$ cat config.mk
export PLATFORM = sky130hd
export DESIGN_NAME = game_controller_flat
export DESIGN_NICKNAME = d
export VERILOG_FILES = /design/src/rtl/ttt_pkg.sv /design/src/rtl/game_controller_if.sv /design/src/rtl/board_judge.sv /design/src/rtl/game_controller.sv /design/src/flat_wrapper.sv
export SDC_FILE = /design/constraint.sdc
export NUM_CORES = 1
export LEC_CHECK = 0
export BUFFER_PORTS_ARGS = -buffer_cell sky130_fd_sc_hd__buf_2
export CORE_MARGIN = 10
export CORE_UTILIZATION = 40
export CTS_CLUSTER_DIAMETER = 30
export CTS_CLUSTER_SIZE = 10
export DETAILED_ROUTE_END_ITERATION = 6
export PLACE_DENSITY_LB_ADDON = 0.3
export SKIP_CTS_REPAIR_TIMING = 1
export SLEW_MARGIN = 15
export SYNTH_ARGS = -nofsm -noshare
export SYNTH_HDL_FRONTEND = slang
export SYNTH_SLANG_ARGS = --single-unit
$ cat constraint.sdc
create_clock -name clk -period 16.1 [get_ports clk]
set_input_delay 3.22 -clock clk [delete_from_list [all_inputs] [get_ports clk]]
set_output_delay 3.22 -clock clk [all_outputs]
set_load 0.01 [all_outputs]
$ cat src/rtl/ttt_pkg.sv
`default_nettype none
// ============================================================================
// Module   : ttt_pkg
// Brief    : Shared encodings, board type and win-line table for tic-tac-toe
// Revision : 1.0 - initial release
// ============================================================================
package ttt_pkg;

    localparam logic [1:0] CELL_EMPTY = 2'b00;
    localparam logic [1:0] CELL_X     = 2'b01;
    localparam logic [1:0] CELL_O     = 2'b10;

    localparam logic [1:0] S_WAIT = 2'b00;
    localparam logic [1:0] S_USER = 2'b01;
    localparam logic [1:0] S_CPU  = 2'b10;
    localparam logic [1:0] S_OVER = 2'b11;

    typedef logic [8:0][1:0] board_t;

    // Line n occupies c_win_lines[n]; rows, then columns, then diagonals
    localparam logic [7:0][2:0][3:0] c_win_lines = {
        4'd2, 4'd4, 4'd6,
        4'd0, 4'd4, 4'd8,
        4'd2, 4'd5, 4'd8,
        4'd1, 4'd4, 4'd7,
        4'd0, 4'd3, 4'd6,
        4'd6, 4'd7, 4'd8,
        4'd3, 4'd4, 4'd5,
        4'd0, 4'd1, 4'd2
    };

    typedef enum logic [2:0] {
        ST_IDLE  = 3'd0,
        ST_USER  = 3'd1,
        ST_CPU   = 3'd2,
        ST_CHECK = 3'd3,
        ST_OVER  = 3'd4
    } ctrl_state_t;

    function automatic logic [1:0] other_symbol(input logic [1:0] sym);
        return (sym == CELL_X) ? CELL_O : CELL_X;
    endfunction

endpackage
`default_nettype wire

$ cat src/rtl/game_controller_if.sv
`default_nettype none
// ============================================================================
// Module   : game_controller_if
// Brief    : Player handshake and board bus around the game controller
// Revision : 1.0 - initial release
// ============================================================================
interface game_controller_if;
    import ttt_pkg::*;

    logic         start;
    logic         user_first;
    logic         user_indicator;
    logic         user_done;
    board_t       vector_after_user;
    logic         cpu_done;
    board_t       vector_after_cpu;
    board_t       main_vector;
    logic [1:0]   state;
    logic [1:0]   winner;
    logic         game_over;
    logic [3:0]   move_count;
    logic         illegal_move;

    modport slave (
        input  start, user_first, user_indicator,
        input  user_done, vector_after_user, cpu_done, vector_after_cpu,
        output main_vector, state, winner, game_over, move_count, illegal_move
    );

    modport master (
        output start, user_first, user_indicator,
        output user_done, vector_after_user, cpu_done, vector_after_cpu,
        input  main_vector, state, winner, game_over, move_count, illegal_move
    );

endinterface
`default_nettype wire

$ cat src/rtl/board_judge.sv
`default_nettype none
// ============================================================================
// Module   : board_judge
// Brief    : Combinational win / full detection on a committed board
// Revision : 1.0 - initial release
// ============================================================================
module board_judge
    import ttt_pkg::*;
(
    input  board_t     board,
    input  logic [3:0] move_count,
    output logic       win,
    output logic [1:0] win_symbol,
    output logic       full
);

    logic [7:0]      w_line_hit;
    logic [7:0][1:0] w_line_sym;

    genvar gi;
    generate
        for (gi = 0; gi < 8; gi++) begin : g_line
            logic [1:0] w_a;
            logic [1:0] w_b;
            logic [1:0] w_c;
            assign w_a = board[c_win_lines[gi][0]];
            assign w_b = board[c_win_lines[gi][1]];
            assign w_c = board[c_win_lines[gi][2]];
            assign w_line_hit[gi] = (w_a != CELL_EMPTY) && (w_a == w_b) && (w_a == w_c);
            assign w_line_sym[gi] = w_a;
        end
    endgenerate

    always_comb begin
        win        = |w_line_hit;
        win_symbol = CELL_EMPTY;
        for (int i = 7; i >= 0; i--) begin
            if (w_line_hit[i]) begin
                win_symbol = w_line_sym[i];
            end
        end
    end

    assign full = (move_count >= 4'd9);

endmodule
`default_nettype wire

$ cat src/rtl/game_controller.sv
`default_nettype none
// ============================================================================
// Module   : game_controller
// Brief    : Tic-tac-toe turn scheduler, move validator and board owner
// Revision : 1.0 - initial release
// ============================================================================
module game_controller
    import ttt_pkg::*;
#(
    parameter int MOVE_TIMEOUT = 0
) (
    input  logic             clk,
    input  logic             rst_n,
    game_controller_if.slave bus
);

    ctrl_state_t r_state;
    ctrl_state_t w_state_next;

    board_t     r_board;
    logic [3:0] r_move_count;
    logic [1:0] r_winner;
    logic [1:0] r_user_sym;
    logic       r_illegal;
    logic       r_last_user;

    logic       w_in_turn;
    logic       w_expire;
    logic       w_mover_done;
    board_t     w_prop;
    logic [1:0] w_mover_sym;
    logic [3:0] w_diff_cnt;
    logic       w_diff_ok;
    logic       w_legal;
    logic       w_commit;
    logic       w_illegal;
    logic       w_new_game;
    logic       w_end_game;
    logic       w_win;
    logic [1:0] w_win_symbol;
    logic       w_full;
    logic [1:0] w_state_code;

    assign w_in_turn = (r_state == ST_USER) || (r_state == ST_CPU);

    always_comb begin
        w_mover_done = 1'b0;
        w_prop       = bus.vector_after_cpu;
        w_mover_sym  = other_symbol(r_user_sym);
        if (r_state == ST_USER) begin
            w_mover_done = bus.user_done;
            w_prop       = bus.vector_after_user;
            w_mover_sym  = r_user_sym;
        end else if (r_state == ST_CPU) begin
            w_mover_done = bus.cpu_done;
        end
    end

    // Legal means exactly one changed cell, previously empty, now the mover's symbol
    always_comb begin
        w_diff_cnt = 4'd0;
        w_diff_ok  = 1'b1;
        for (int i = 0; i < 9; i++) begin
            if (w_prop[i] != r_board[i]) begin
                w_diff_cnt = w_diff_cnt + 4'd1;
                if ((r_board[i] != CELL_EMPTY) || (w_prop[i] != w_mover_sym)) begin
                    w_diff_ok = 1'b0;
                end
            end
        end
        w_legal = (w_diff_cnt == 4'd1) && w_diff_ok;
    end

    board_judge u_board_judge (
        .board      (r_board),
        .move_count (r_move_count),
        .win        (w_win),
        .win_symbol (w_win_symbol),
        .full       (w_full)
    );

    always_ff @(posedge clk or negedge rst_n) begin
        if (!rst_n) begin
            r_state <= ST_IDLE;
        end else begin
            r_state <= w_state_next;
        end
    end

    always_comb begin
        w_state_next = r_state;
        w_commit     = 1'b0;
        w_illegal    = 1'b0;
        w_new_game   = 1'b0;
        w_end_game   = 1'b0;
        case (r_state)
            ST_IDLE, ST_OVER: begin
                if (bus.start) begin
                    w_new_game   = 1'b1;
                    w_state_next = bus.user_first ? ST_USER : ST_CPU;
                end
            end
            ST_USER, ST_CPU: begin
                // A done flag wins over a timeout expiring on the same edge
                if (w_mover_done) begin
                    if (w_legal) begin
                        w_commit     = 1'b1;
                        w_state_next = ST_CHECK;
                    end else begin
                        w_illegal = 1'b1;
                    end
                end else if (w_expire) begin
                    w_state_next = (r_state == ST_USER) ? ST_CPU : ST_USER;
                end
            end
            ST_CHECK: begin
                if (w_win || w_full) begin
                    w_end_game   = 1'b1;
                    w_state_next = ST_OVER;
                end else begin
                    w_state_next = r_last_user ? ST_CPU : ST_USER;
                end
            end
            default: begin
                w_state_next = ST_IDLE;
            end
        endcase
    end

    always_ff @(posedge clk or negedge rst_n) begin
        if (!rst_n) begin
            r_board      <= '0;
            r_move_count <= 4'd0;
            r_winner     <= CELL_EMPTY;
            r_user_sym   <= CELL_X;
            r_illegal    <= 1'b0;
            r_last_user  <= 1'b0;
        end else begin
            r_illegal <= w_illegal;
            if (w_new_game) begin
                r_board      <= '0;
                r_move_count <= 4'd0;
                r_winner     <= CELL_EMPTY;
                r_user_sym   <= bus.user_indicator ? CELL_X : CELL_O;
            end
            if (w_commit) begin
                r_board      <= w_prop;
                r_move_count <= (r_move_count == 4'd9) ? 4'd9 : r_move_count + 4'd1;
                r_last_user  <= (r_state == ST_USER);
            end
            if (w_end_game) begin
                r_winner <= w_win ? w_win_symbol : CELL_EMPTY;
            end
        end
    end

    generate
        if (MOVE_TIMEOUT > 0) begin : g_timeout
            localparam int c_tw = (MOVE_TIMEOUT > 1) ? $clog2(MOVE_TIMEOUT) : 1;
            logic [c_tw-1:0] r_tmo_cnt;

            // Holds across rejected moves; clears whenever the state changes
            always_ff @(posedge clk or negedge rst_n) begin
                if (!rst_n) begin
                    r_tmo_cnt <= '0;
                end else if (w_in_turn && (w_state_next == r_state)) begin
                    r_tmo_cnt <= r_tmo_cnt + 1'b1;
                end else begin
                    r_tmo_cnt <= '0;
                end
            end

            assign w_expire = w_in_turn && (r_tmo_cnt == c_tw'(MOVE_TIMEOUT - 1));
        end else begin : g_no_timeout
            assign w_expire = 1'b0;
        end
    endgenerate

    always_comb begin
        case (r_state)
            ST_USER: w_state_code = S_USER;
            ST_CPU:  w_state_code = S_CPU;
            ST_OVER: w_state_code = S_OVER;
            default: w_state_code = S_WAIT;
        endcase
    end

    assign bus.main_vector  = r_board;
    assign bus.state        = w_state_code;
    assign bus.winner       = r_winner;
    assign bus.game_over    = (r_state == ST_OVER);
    assign bus.move_count   = r_move_count;
    assign bus.illegal_move = r_illegal;

endmodule
`default_nettype wire

$ cat src/flat_wrapper.sv
// flat-port wrapper written by rule: the top's interface ports become plain ports
module game_controller_flat import ttt_pkg::*;
#(
    parameter int MOVE_TIMEOUT = 0
)
  (clk, rst_n, bus_start, bus_user_first, bus_user_indicator, bus_user_done, bus_vector_after_user, bus_cpu_done, bus_vector_after_cpu, bus_main_vector, bus_state, bus_winner, bus_game_over, bus_move_count, bus_illegal_move);
  game_controller_if bus_i ();
  input  logic clk;
  input  logic rst_n;
  input wire logic [$bits(bus_i.start)-1:0] bus_start;
  input wire logic [$bits(bus_i.user_first)-1:0] bus_user_first;
  input wire logic [$bits(bus_i.user_indicator)-1:0] bus_user_indicator;
  input wire logic [$bits(bus_i.user_done)-1:0] bus_user_done;
  input wire logic [$bits(bus_i.vector_after_user)-1:0] bus_vector_after_user;
  input wire logic [$bits(bus_i.cpu_done)-1:0] bus_cpu_done;
  input wire logic [$bits(bus_i.vector_after_cpu)-1:0] bus_vector_after_cpu;
  output wire logic [$bits(bus_i.main_vector)-1:0] bus_main_vector;
  output wire logic [$bits(bus_i.state)-1:0] bus_state;
  output wire logic [$bits(bus_i.winner)-1:0] bus_winner;
  output wire logic [$bits(bus_i.game_over)-1:0] bus_game_over;
  output wire logic [$bits(bus_i.move_count)-1:0] bus_move_count;
  output wire logic [$bits(bus_i.illegal_move)-1:0] bus_illegal_move;
  assign bus_i.start = bus_start;
  assign bus_i.user_first = bus_user_first;
  assign bus_i.user_indicator = bus_user_indicator;
  assign bus_i.user_done = bus_user_done;
  assign bus_i.vector_after_user = bus_vector_after_user;
  assign bus_i.cpu_done = bus_cpu_done;
  assign bus_i.vector_after_cpu = bus_vector_after_cpu;
  assign bus_main_vector = bus_i.main_vector;
  assign bus_state = bus_i.state;
  assign bus_winner = bus_i.winner;
  assign bus_game_over = bus_i.game_over;
  assign bus_move_count = bus_i.move_count;
  assign bus_illegal_move = bus_i.illegal_move;
  game_controller #(.MOVE_TIMEOUT(MOVE_TIMEOUT)) u_core (.clk(clk), .rst_n(rst_n), .bus(bus_i));
endmodule
### Yosys cells after proc, flatten, opt, wreduce, memory -nomap -nowiden

Index checks and enable logic that the tools add are counted.

| storage, ports and cells | value |
|---|---|
| flip-flop bits (word level) | 31 |
| bits of input ports | 43 |

| cells by class | value |
|---|---|
| $add $sub $neg | 9 |
| magnitude comparators | 1 |
| eq/ne operators | 44 |
| mux-type cells | 67 |
| reduce and logical (&&, ||, !) cells | 43 |

Operators with widths:

| cell | count |
|---|---|
| 2-to-1 mux 18 bit | 3 |
| 2-to-1 mux 4 bit | 11 |
| != test 2 bit | 18 |
| adder 4 x 1 -> 4 bit (second input constant) | 8 |
| == test 2 bit | 16 |
| 2-to-1 mux 2 bit | 16 |
| 2-to-1 mux 1 bit | 31 |
| nonzero test 2 bit | 11 |
| logical AND 1 bit | 17 |
| 2-to-1 mux 3 bit | 4 |
| logical OR 1 bit | 10 |
| case mux 3 bit (3 select lines) | 1 |
| OR reduction 8 bit | 1 |
| == test 3 x 2 -> 1 bit (second input constant) | 2 |
| case mux 2 bit (3 select lines) | 1 |
| == test 4 x 1 -> 1 bit (second input constant) | 1 |
| == test 4 bit (second input constant) | 1 |
| greater-or-equal comparator 4 bit (second input constant) | 1 |
| != test 2 x 1 -> 1 bit (second input constant) | 2 |
| OR reduction 2 bit | 2 |
| == test 3 x 1 -> 1 bit (second input constant) | 1 |
| == test 3 bit (second input constant) | 1 |
| logical NOT 3 bit | 1 |
| AND reduction 3 bit | 1 |
| other kinds (3) | 3 |

### Longest topological paths before layout

Gate-level depths: netlist (run 1).

| depth | value |
|---|---|
| word-level depth | 28 |
| mapped depth | 38 |

### Modules after synthesis

Synthesis (run 1) repeated with hierarchy kept, for this count alone.

| second synthesis, totals | value |
|---|---|
| cell total of the unflattened synthesis | 436 |
| area, all modules | 3,684.8 sq um |

Modules (own cells, without submodules):

| module | times used | cells each | area an instance (sq um) | sequential area each (sq um) |
|---|---|---|---|---|
| game_controller | 1 | 354 | 3,124.2 | 777.0 |
| board_judge | 1 | 82 | 560.5 | 0.0 |

### Least setup slack after synthesis (run 1)

No wires, ideal clock.

| path | value |
|---|---|
| kind | input port to flip-flop |
| from | input bus_vector_after_cpu[3] |
| to | register u_core.r_move_count[1], in the netlist u_core.bus.move_count[1] |
| arrival time | 9.176 ns |
| data required time | 15.980 ns |
| path slack | 6.804 ns |
| stages | 32 |
| buffers on the path | 1 |
| cells stage by stage | mux2i_1 > xnor2_1 > or2_2 > inv_1 > ha_1 > or3_4 > and2_4 > ha_1 > nand2_1 > nand2_1 > ha_1 > nor2b_1 > a21o_1 > ha_1 > o21ai_0 > inv_1 > or2_2 > ha_1 > o22ai_1 > inv_1 > ha_1 > nand2_1 > o21ai_0 > ha_1 > nor3_1 > o21ai_1 > nor2b_1 > o41a_1 > nor4_4 > buf_6 > a21oi_1 > a31o_1 |

| on the way | value |
|---|---|
| longest elaborated chain between the ends | 24 |

Ends and longest elaborated chain:

| what | line | text |
|---|---|---|
| from (decl) | flat_wrapper.sv:16 | `input wire logic [$bits(bus_i.vector_after_cpu)-1:0] bus_vector_after_cpu;` |
| 2-to-1 mux 18 bit * | game_controller.sv:50 | `if (r_state == ST_USER) begin` |
| parallel branches: the longest is 18 deep, another holds adder 4 x 1 -> 4 bit | n/a |  |
| logical AND 1 bit * | game_controller.sv:71 | `w_legal = (w_diff_cnt == 4'd1) && w_diff_ok;` |
| 2-to-1 mux 1 bit * | game_controller.sv:106 | `if (w_legal) begin` |
| 2-to-1 mux 1 bit * | game_controller.sv:105 | `if (w_mover_done) begin` |
| 2-to-1 mux 1 bit * | game_controller.sv:96 | `case (r_state)` |
| 2-to-1 mux 4 bit or nonzero test 2 bit (tied branches) | n/a |  |
| to (signal assigned) | game_controller.sv:148 | `r_move_count <= (r_move_count == 4'd9) ? 4'd9 : r_move_count + 4'd1;` |
| to (decl) | game_controller.sv:21 | `logic [3:0] r_move_count;` |

Mark *: on every way between the ends.
A chain may end at the register's enable or synchronous reset.

### Worst setup path after layout (run 1)

| path | value |
|---|---|
| from | input bus_vector_after_cpu[3] |
| to | register u_core.r_state[0] |

| on the way | value |
|---|---|
| longest elaborated chain between the ends | 22 |

Ends and longest elaborated chain:

| what | line | text |
|---|---|---|
| 2-to-1 mux 18 bit * | game_controller.sv:50 |  |
| parallel branches: the longest is 18 deep, another holds adder 4 x 1 -> 4 bit | n/a |  |
| logical AND 1 bit * | game_controller.sv:71 |  |
| != test 2 x 1 -> 1 bit (no source line) * | n/a |  |
| AND reduction 3 bit (no source line) * | n/a |  |
| to (signal assigned) | game_controller.sv:86 | `r_state <= w_state_next;` |
| to (decl) | game_controller.sv:17 | `ctrl_state_t r_state;` |

Marks and branches as above.

==> results.md, run 1 <==
- Number of violations reported at the end of detailed-routing iteration 0: between 300 and 400
- Most used flip-flop cell after synthesis: sky130_fd_sc_hd__dfrtp_1
- Cell-internal power: around 280 uW
- Dominant delay contributor by cell family on the critical path: simple AND/OR/NAND/NOR gates
- Overall global routing resource usage: 0.1623
- Synthesized instance count: about 470
- Number of flops mapped to enable cells by yosys: 0
- Antenna Nets Post-Route: 0
- Critical-path maximum fanout: 23
- Detailed-route via count: 3861
- Starting density of the core: 0.4156
- Post-Synthesis Net Count: 523
- Most common cell after layout, fill and taps aside: sky130_fd_sc_hd__buf_2
- Cell type contributing the most total cell area after synthesis: sky130_fd_sc_hd__dfrtp_1
- Adder-Cell Fraction of Synth Area: 0.02582
- Total die area: 0.01403 mm2
- Leakage power of the design: ~1.8 nW
- Worst reg2reg path depth: 34
- Count of inserted antenna diode cells: 0
- Share of total power in combinational logic: 0.644
- Number of cells traversed by the worst hold path: 1
- Synthesized-area fraction occupied by and/or/nand/nor cells: 0.2595
- Clk network pwr share: 0.144
- Finished Cell Area: roughly 0.0043 mm2
- Remaining global-route overflow: 0
- Final Critical Period: 9.886 ns
- Number of distinct standard cells referenced by the synthesized netlist: between 80 and 90
- Post-Syn Area: 0.003876 mm2
- Post-synthesis average cell area: 8.212 um2
- Sequential group share of total power: 0.212
- Normalized max-slew margin: 0.4799
- Bufs on Longest Clock Path: 2
- Post-detail-place hpwl: 9176 um
- Number of buffers created by CTS: 5
- Compound-Gate Fraction of Synth Area: 0.2218
- DR WL/cell: 18.17 um
- Total number of yosys warnings: 0
- Delay contributed by the slowest stage of the critical path: 0.41 ns
- Net total in the final layout: 568
- Portion of the post-synthesis area used by sequential elements: 0.2005
- Setup repair after global routing missed its margin: false
- Reg2reg setup slack: slightly below 8 ns
- Wire length of the first global-routing pass: roughly 19000 um
- Source of the critical timing path: bus_vector_after_cpu[3]
- Max IR drop VDD: 0.00006731 V
- Synth top area cells: sky130_fd_sc_hd__dfrtp_1 (19%), sky130_fd_sc_hd__mux2i_1 (10%), sky130_fd_sc_hd__nand2_1 (4.6%), sky130_fd_sc_hd__xnor2_1 (4.3%), sky130_fd_sc_hd__nand3_1 (3.0%)
- Initial antenna violation count: 0
- Core Area: roughly 0.0093 mm2
- Share of post-route cells with drive strength above 1: 0.2244
- Slew at the pin closest to its max-slew limit: 0.7783 ns
- Hold violation count in the final report: 0
- Source-to-sink clock delay at the later pin of the worst-skew pair: just under 0.3 ns
- Final setup violation count: 0
- Height of the die: 118.4 um
- Total Negative Setup Slacks: 0 ns
- Clock root buffer master: sky130_fd_sc_hd__clkbuf_8
- Post-synth top area share: 0.1937
- Clock tree sinks: 31
- Clock-pin slew on the worst setup and hold paths: 0.07 ns
- H-tree depth reported by CTS: 2
- Worst path bufs/invs: 5
- Peak Freq: 101.2 MHz
- Synthesized flop and latch total: 31
- WP data required: 16.27 ns
- Critical register-to-register path startpoint: u_core.r_state[0]
- TritonCTS clock tree: done
- Arrival time at the worst endpoint: 10.06 ns
- Post-synthesis mux area share: 0.1514
- Switch share: 0.4749
- 1st-pass router iterations: 5
- Status: complete, no violations
- Pin count of the biggest net entering global routing: 32
- Cell area after placement: 0.004238 mm2
- Combinational family with the most area after synthesis: simple AND/OR/NAND/NOR gates
- Area Overhead vs Synth: 11.98%
- Logic depth of the worst setup path including buffers: 33
- Top-level I/O count: 71
- Period utilization: 0.6140
- Crit. End Element: flop
- Area share of xor/xnor cells in the synthesized design: 0.07973
- Highest-count cells in the layout ignoring fill and taps: sky130_fd_sc_hd__buf_2 (70), sky130_fd_sc_hd__nand2_1 (48), sky130_fd_sc_hd__mux2i_1 (39)
- # rows: 35
- Max-capacitance violation count: 0
- Worst Path Class, Setup: in2reg
- Chip Width: 118.4 um
- Endpoint of the most critical register-to-register path: u_core.r_state[0]
- Via-to-Cell Ratio: 5.977
- Fraction of registers with async set/reset: 1.000
- End point of the critical path: u_core.r_state[0]
- GP Congestion: 0.8787
- Pwr per Cell Area: 123.1 mW/mm2
- Port bufs: 70
- Cells after DPL: 639
- Max-slew violation count: 0
- Worst-path cell with the longest stage delay: sky130_fd_sc_hd__or3_4
- Worst min-delay path category: reg2reg
- Final cell count without fillers: 646
- Number of global-route vias before repair: 3747
- Fin worst setup slack: 6.214 ns
- Net switching power of the design: 253.7 uW
- Detailed-route wire length: 11740 um
- Clock skew after layout: about 0.011 ns
- Total DRC errors in the routed layout: 0
- Setup crit start kind: input pin
- Place WS: 5.938 ns
- Most used cell along the critical path: sky130_fd_sc_hd__ha_1
routing by layer:
metal  global-route usage  routed length [um]  vias up
met5                    0                   0        -
met4              0.03511                 150        0
met3              0.03713                 863       13
met2               0.2663                5392      174
met1               0.2121                5331     1834
li1                     -                   -     1840
synth_stat cells (5+ instances only):
master,count
sky130_fd_sc_hd__a21o_1,6
sky130_fd_sc_hd__a21oi_1,14
sky130_fd_sc_hd__a31oi_1,8
sky130_fd_sc_hd__and3_1,8
sky130_fd_sc_hd__buf_6,5
sky130_fd_sc_hd__clkbuf_1,25
sky130_fd_sc_hd__dfrtp_1,30
sky130_fd_sc_hd__ha_1,8
sky130_fd_sc_hd__inv_1,16
sky130_fd_sc_hd__mux2i_1,39
sky130_fd_sc_hd__nand2_1,48
sky130_fd_sc_hd__nand2b_1,9
sky130_fd_sc_hd__nand3_1,23
sky130_fd_sc_hd__nor2_1,18
sky130_fd_sc_hd__nor2b_1,9
sky130_fd_sc_hd__nor3_1,16
sky130_fd_sc_hd__nor4_1,6
sky130_fd_sc_hd__o211ai_1,5
sky130_fd_sc_hd__o21ai_0,23
sky130_fd_sc_hd__o22ai_1,7
sky130_fd_sc_hd__or3_1,10
sky130_fd_sc_hd__xnor2_1,19
state kept, by name, indices dropped and copies added, names as in the netlist:
signal and flops:
u_core.bus.illegal_move 1, u_core.r_state 3, u_core.r_last_user 1, u_core.bus.main_vector 18, u_core.r_user_sym 2, u_core.bus.move_count 4, u_core.bus.winner 2
cells by family (layout without fill, tap and decap cells):
logic type	count (synthesis)	after routing
compound gates	121	121
mux	51	51
buf+inv	51	96
fa+ha+maj	8	8
xor+xnor	28	28
flops	31	31
simple gates	182	182
per-stage QoR:
stage / hold WS, ns / util / power (mW)
2_1_floorplan: 0.4812 / - / 0.3796
3_3_place_gp: 0.4906 / 0.4543 / 0.4478
3_5_place_dp: 0.4956 / 0.4543 / 0.4555
4_1_cts: 0.5100 / 0.4653 / 0.5336
5_1_grt: 0.5369 / 0.4653 / 0.5819
6_report: 0.4989 / 0.4653 / 0.5343
worst min-delay path by stage:
stage	start	to	slack (ns)
2_1_floorplan	u_core.r_last_user	u_core.r_last_user	0.48
3_3_place_gp	u_core.bus.winner[1]	u_core.bus.winner[1]	0.49
3_5_place_dp	u_core.bus.winner[1]	u_core.bus.winner[1]	0.50
4_1_cts	u_core.bus.winner[1]	u_core.bus.winner[1]	0.51
5_1_grt	u_core.bus.winner[1]	u_core.bus.winner[1]	0.54
6_report	u_core.bus.winner[1]	u_core.bus.winner[1]	0.50
cell type report:
cell class | instances | area, um2
Clock buffer | 6 | 72.57
Clock inverter | 1 | 30.03
Fill cell | 931 | 4987
Inverter | 16 | 60.06
Multi-Input combinational cell | 390 | 2867
Sequential cell | 31 | 777.0
Tap cell | 129 | 161.4
Timing Repair Buffer | 73 | 372.9
power by group through the flow:
stage / sequential, mW / clock, mW / combinational, mW
after global routing: 0.116 / 0.0823 / 0.384
final: 0.113 / 0.0771 / 0.344
after detailed placement: 0.115 / 0 / 0.341
after CTS: 0.113 / 0.0780 / 0.343
after floorplan: 0.0985 / 0 / 0.281
after global placement: 0.114 / 0 / 0.334
No activity file was read; power rests on OpenSTA's default activity.
==> inputs of run 2 (changes only) <==
==> constraint.sdc (replaced) <==
create_clock -name clk -period 10 [get_ports clk]
set_input_delay 2 -clock clk [delete_from_list [all_inputs] [get_ports clk]]
set_output_delay 2 -clock clk [all_outputs]
set_load 0.01 [all_outputs]
==> results.md, run 2 (same netlist as run 1, synthesis figures left out) <==
- Net total in the final layout: 568 (unchanged)
- WP data required: 10.21 ns (was 16.27 ns)
- Crit. End Element: flop (unchanged)
- Antenna Nets Post-Route: 0 (unchanged)
- Most used cell along the critical path: sky130_fd_sc_hd__ha_1 (unchanged)
- Overall global routing resource usage: 0.1592 (was 0.1623)
- Hold violation count in the final report: 0 (unchanged)
- Total DRC errors in the routed layout: 0 (unchanged)
- Port bufs: 70 (unchanged)
- Clock skew after layout: 0.01108 ns (was 0.01103 ns)
- Clock-pin slew on the worst setup and hold paths: 0.07 ns (about the same)
- Core Area: 0.009328 mm2 (unchanged)
- Worst Hold End: u_core.bus.winner[1] (unchanged)
- Remaining global-route overflow: 0 (unchanged)
- Worst min-delay path category: reg2reg (unchanged)
- TritonCTS clock tree: done (unchanged)
- Setup repair after global routing missed its margin: false (unchanged)
- Wire length of the first global-routing pass: 18860 um (was 19330 um)
- Total Negative Setup Slacks: 0 ns (unchanged)
- Filler Cell Count: 929 (was 931)
- Number of global-route vias before repair: 3637 (was 3747)
- Delay contributed by the slowest stage of the critical path: 0.75 ns (was 0.41 ns)
- Max-capacitance violation count: 0 (unchanged)
- Bufs on Longest Clock Path: 2 (unchanged)
- Detailed-route wire length: 11490 um (was 11740 um)
- Reg2reg setup slack: 1.64 ns (was 7.80 ns)
- Total die area: 0.01403 mm2 (unchanged)
- H-tree depth reported by CTS: 2 (unchanged)
- Worst-path cell with the longest stage delay: sky130_fd_sc_hd__nor4_4 (was sky130_fd_sc_hd__or3_4)
- Most common cell after layout, fill and taps aside: sky130_fd_sc_hd__buf_2 (unchanged)
- # rows: 35 (unchanged)
- Leakage power of the design: 1.818 nW (was 1.822 nW)
- Cell area after placement: 0.004238 mm2 (unchanged)
- DR WL/cell: 17.78 um (was 18.17 um)
- Fin worst setup slack: 1.060 ns (was 6.214 ns)
- Number of cells traversed by the worst hold path: 1 (unchanged)
- Pin count of the biggest net entering global routing: 32 (unchanged)
- Number of violations reported at the end of detailed-routing iteration 0: 275 (was 313)
- Number of flip-flops in the largest register: 18 (unchanged)
- Setup crit start kind: input pin (unchanged)
- Worst Path Class, Setup: in2reg (unchanged)
- Final setup violation count: 0 (unchanged)
- Status: complete, no violations (unchanged)
- Endpoint of the most critical register-to-register path: u_core.bus.main_vector[8] (was u_core.r_state[0])
- Place WS: 0.7684 ns (was 5.938 ns)
- Height of the die: 118.4 um (unchanged)
- Post-detail-place hpwl: 9163 um (was 9176 um)
- Initial antenna violation count: 0 (unchanged)
- Final cell count without fillers: 646 (unchanged)
- Max IR drop VDD: 0.0001639 V (was 0.00006731 V)
- Met3 usage: 0.03094 (was 0.03713)
- Area Overhead vs Synth: 11.59% (was 11.98%)
- Finished Cell Area: 0.004325 mm2 (was 0.004340 mm2)
- Cells after DPL: 639 (unchanged)
- Start point of the worst hold path: u_core.bus.winner[1] (unchanged)
- Number of buffers created by CTS: 5 (unchanged)
- Pwr per Cell Area: 194.3 mW/mm2 (was 123.1 mW/mm2)
- 1st-pass router iterations: 4 (was 5)
- Arrival time at the worst endpoint: 9.15 ns (was 10.06 ns)
- Via-to-Cell Ratio: 5.825 (was 5.977)
- Normalized max-slew margin: 0.4101 (was 0.4799)
- Critical-path maximum fanout: 12 (was 23)
- Count of inserted antenna diode cells: 0 (unchanged)
- Share of post-route cells with drive strength above 1: 0.2263 (was 0.2244)
- Worst reg2reg path depth: 32 (was 34)
- Met1 Use GR: 0.2131 (was 0.2121)
- Final Critical Period: 8.940 ns
- Clock root buffer master: sky130_fd_sc_hd__clkbuf_8 (unchanged)
- Highest-count cells in the layout ignoring fill and taps: sky130_fd_sc_hd__buf_2 (70), sky130_fd_sc_hd__nand2_1 (48), sky130_fd_sc_hd__mux2i_1 (39) (unchanged)
- Top-level I/O count: 71 (unchanged)
- Chip Width: 118.4 um (unchanged)
- Critical register-to-register path startpoint: u_core.r_state[0] (unchanged)
- Max-slew violation count: 0 (unchanged)
- Source-to-sink clock delay at the later pin of the worst-skew pair: 0.29 ns (about the same)
- Starting density of the core: 0.4156 (unchanged)
- Period utilization: 0.8940
- Slew at the pin closest to its max-slew limit: 0.8782 ns (was 0.7783 ns)
- Detailed-route via count: 3763 (was 3861)
- Clock tree sinks: 31 (unchanged)
- Most used routing layer in global routing: met2 (unchanged)
- GR Layer Usage met2: 0.2618 (was 0.2663)
- Peak Freq: 111.9 MHz
- Smallest hold slack: 0.4966 ns (was 0.4989 ns)
- GP Congestion: 0.8883 (was 0.8787)
## run 2: area by class of cell
type                            count  area [um2]  share of cell area
Multi-Input combinational cell    390        2867              0.6627
Sequential cell                    31       777.0              0.1796
Timing Repair Buffer               73       372.9             0.08620
Tap cell                          129       161.4             0.03732
Clock buffer                        6       82.58             0.01909
Inverter                           16       60.06             0.01388
Clock inverter                      1       5.005            0.001157
## run 2: metrics by stage
stage	util	power, mW
after floorplan	-	0.6111
after global placement	0.4543	0.7201
after detailed placement	0.4543	0.7350
after CTS	0.4637	0.8391
after global routing	0.4637	0.9134
final	0.4637	0.8405
## run 2: routing by layer
metal,vias to the layer above,part of all wire
met4,0,0.0092
met1,1775,0.48
li1,1841,-
met5,-,0
met3,9,0.067
met2,138,0.45
## run 2: worst max path at each step
stage / from / end
6_report: bus_vector_after_cpu[3] / u_core.bus.main_vector[8]
5_1_grt: bus_vector_after_cpu[3] / u_core.bus.main_vector[4]
4_1_cts: bus_vector_after_cpu[3] / u_core.bus.main_vector[8]
3_5_place_dp: bus_vector_after_cpu[3] / u_core.bus.main_vector[8]
3_3_place_gp: bus_vector_after_cpu[3] / u_core.bus.main_vector[10]
2_1_floorplan: bus_vector_after_cpu[3] / u_core.bus.move_count[1]
## run 2: critical path, delay by kind of cell
kind / cells / cell delay, ns
adders and majority gates: 7 / 1.92
buffers and inverters: 5 / 0.77
xor gates and xnor gates: 1 / 0.11
muxes: 2 / 0.46
and+or+nand+nor: 11 / 2.76
AOI/OAI and AO/OA: 6 / 1.12
## run 2: where the power goes
group / switching [mW] / internal [mW]
combinational: 0.316 / 0.239
sequential: 0.0421 / 0.140
clock: 0.0488 / 0.0540
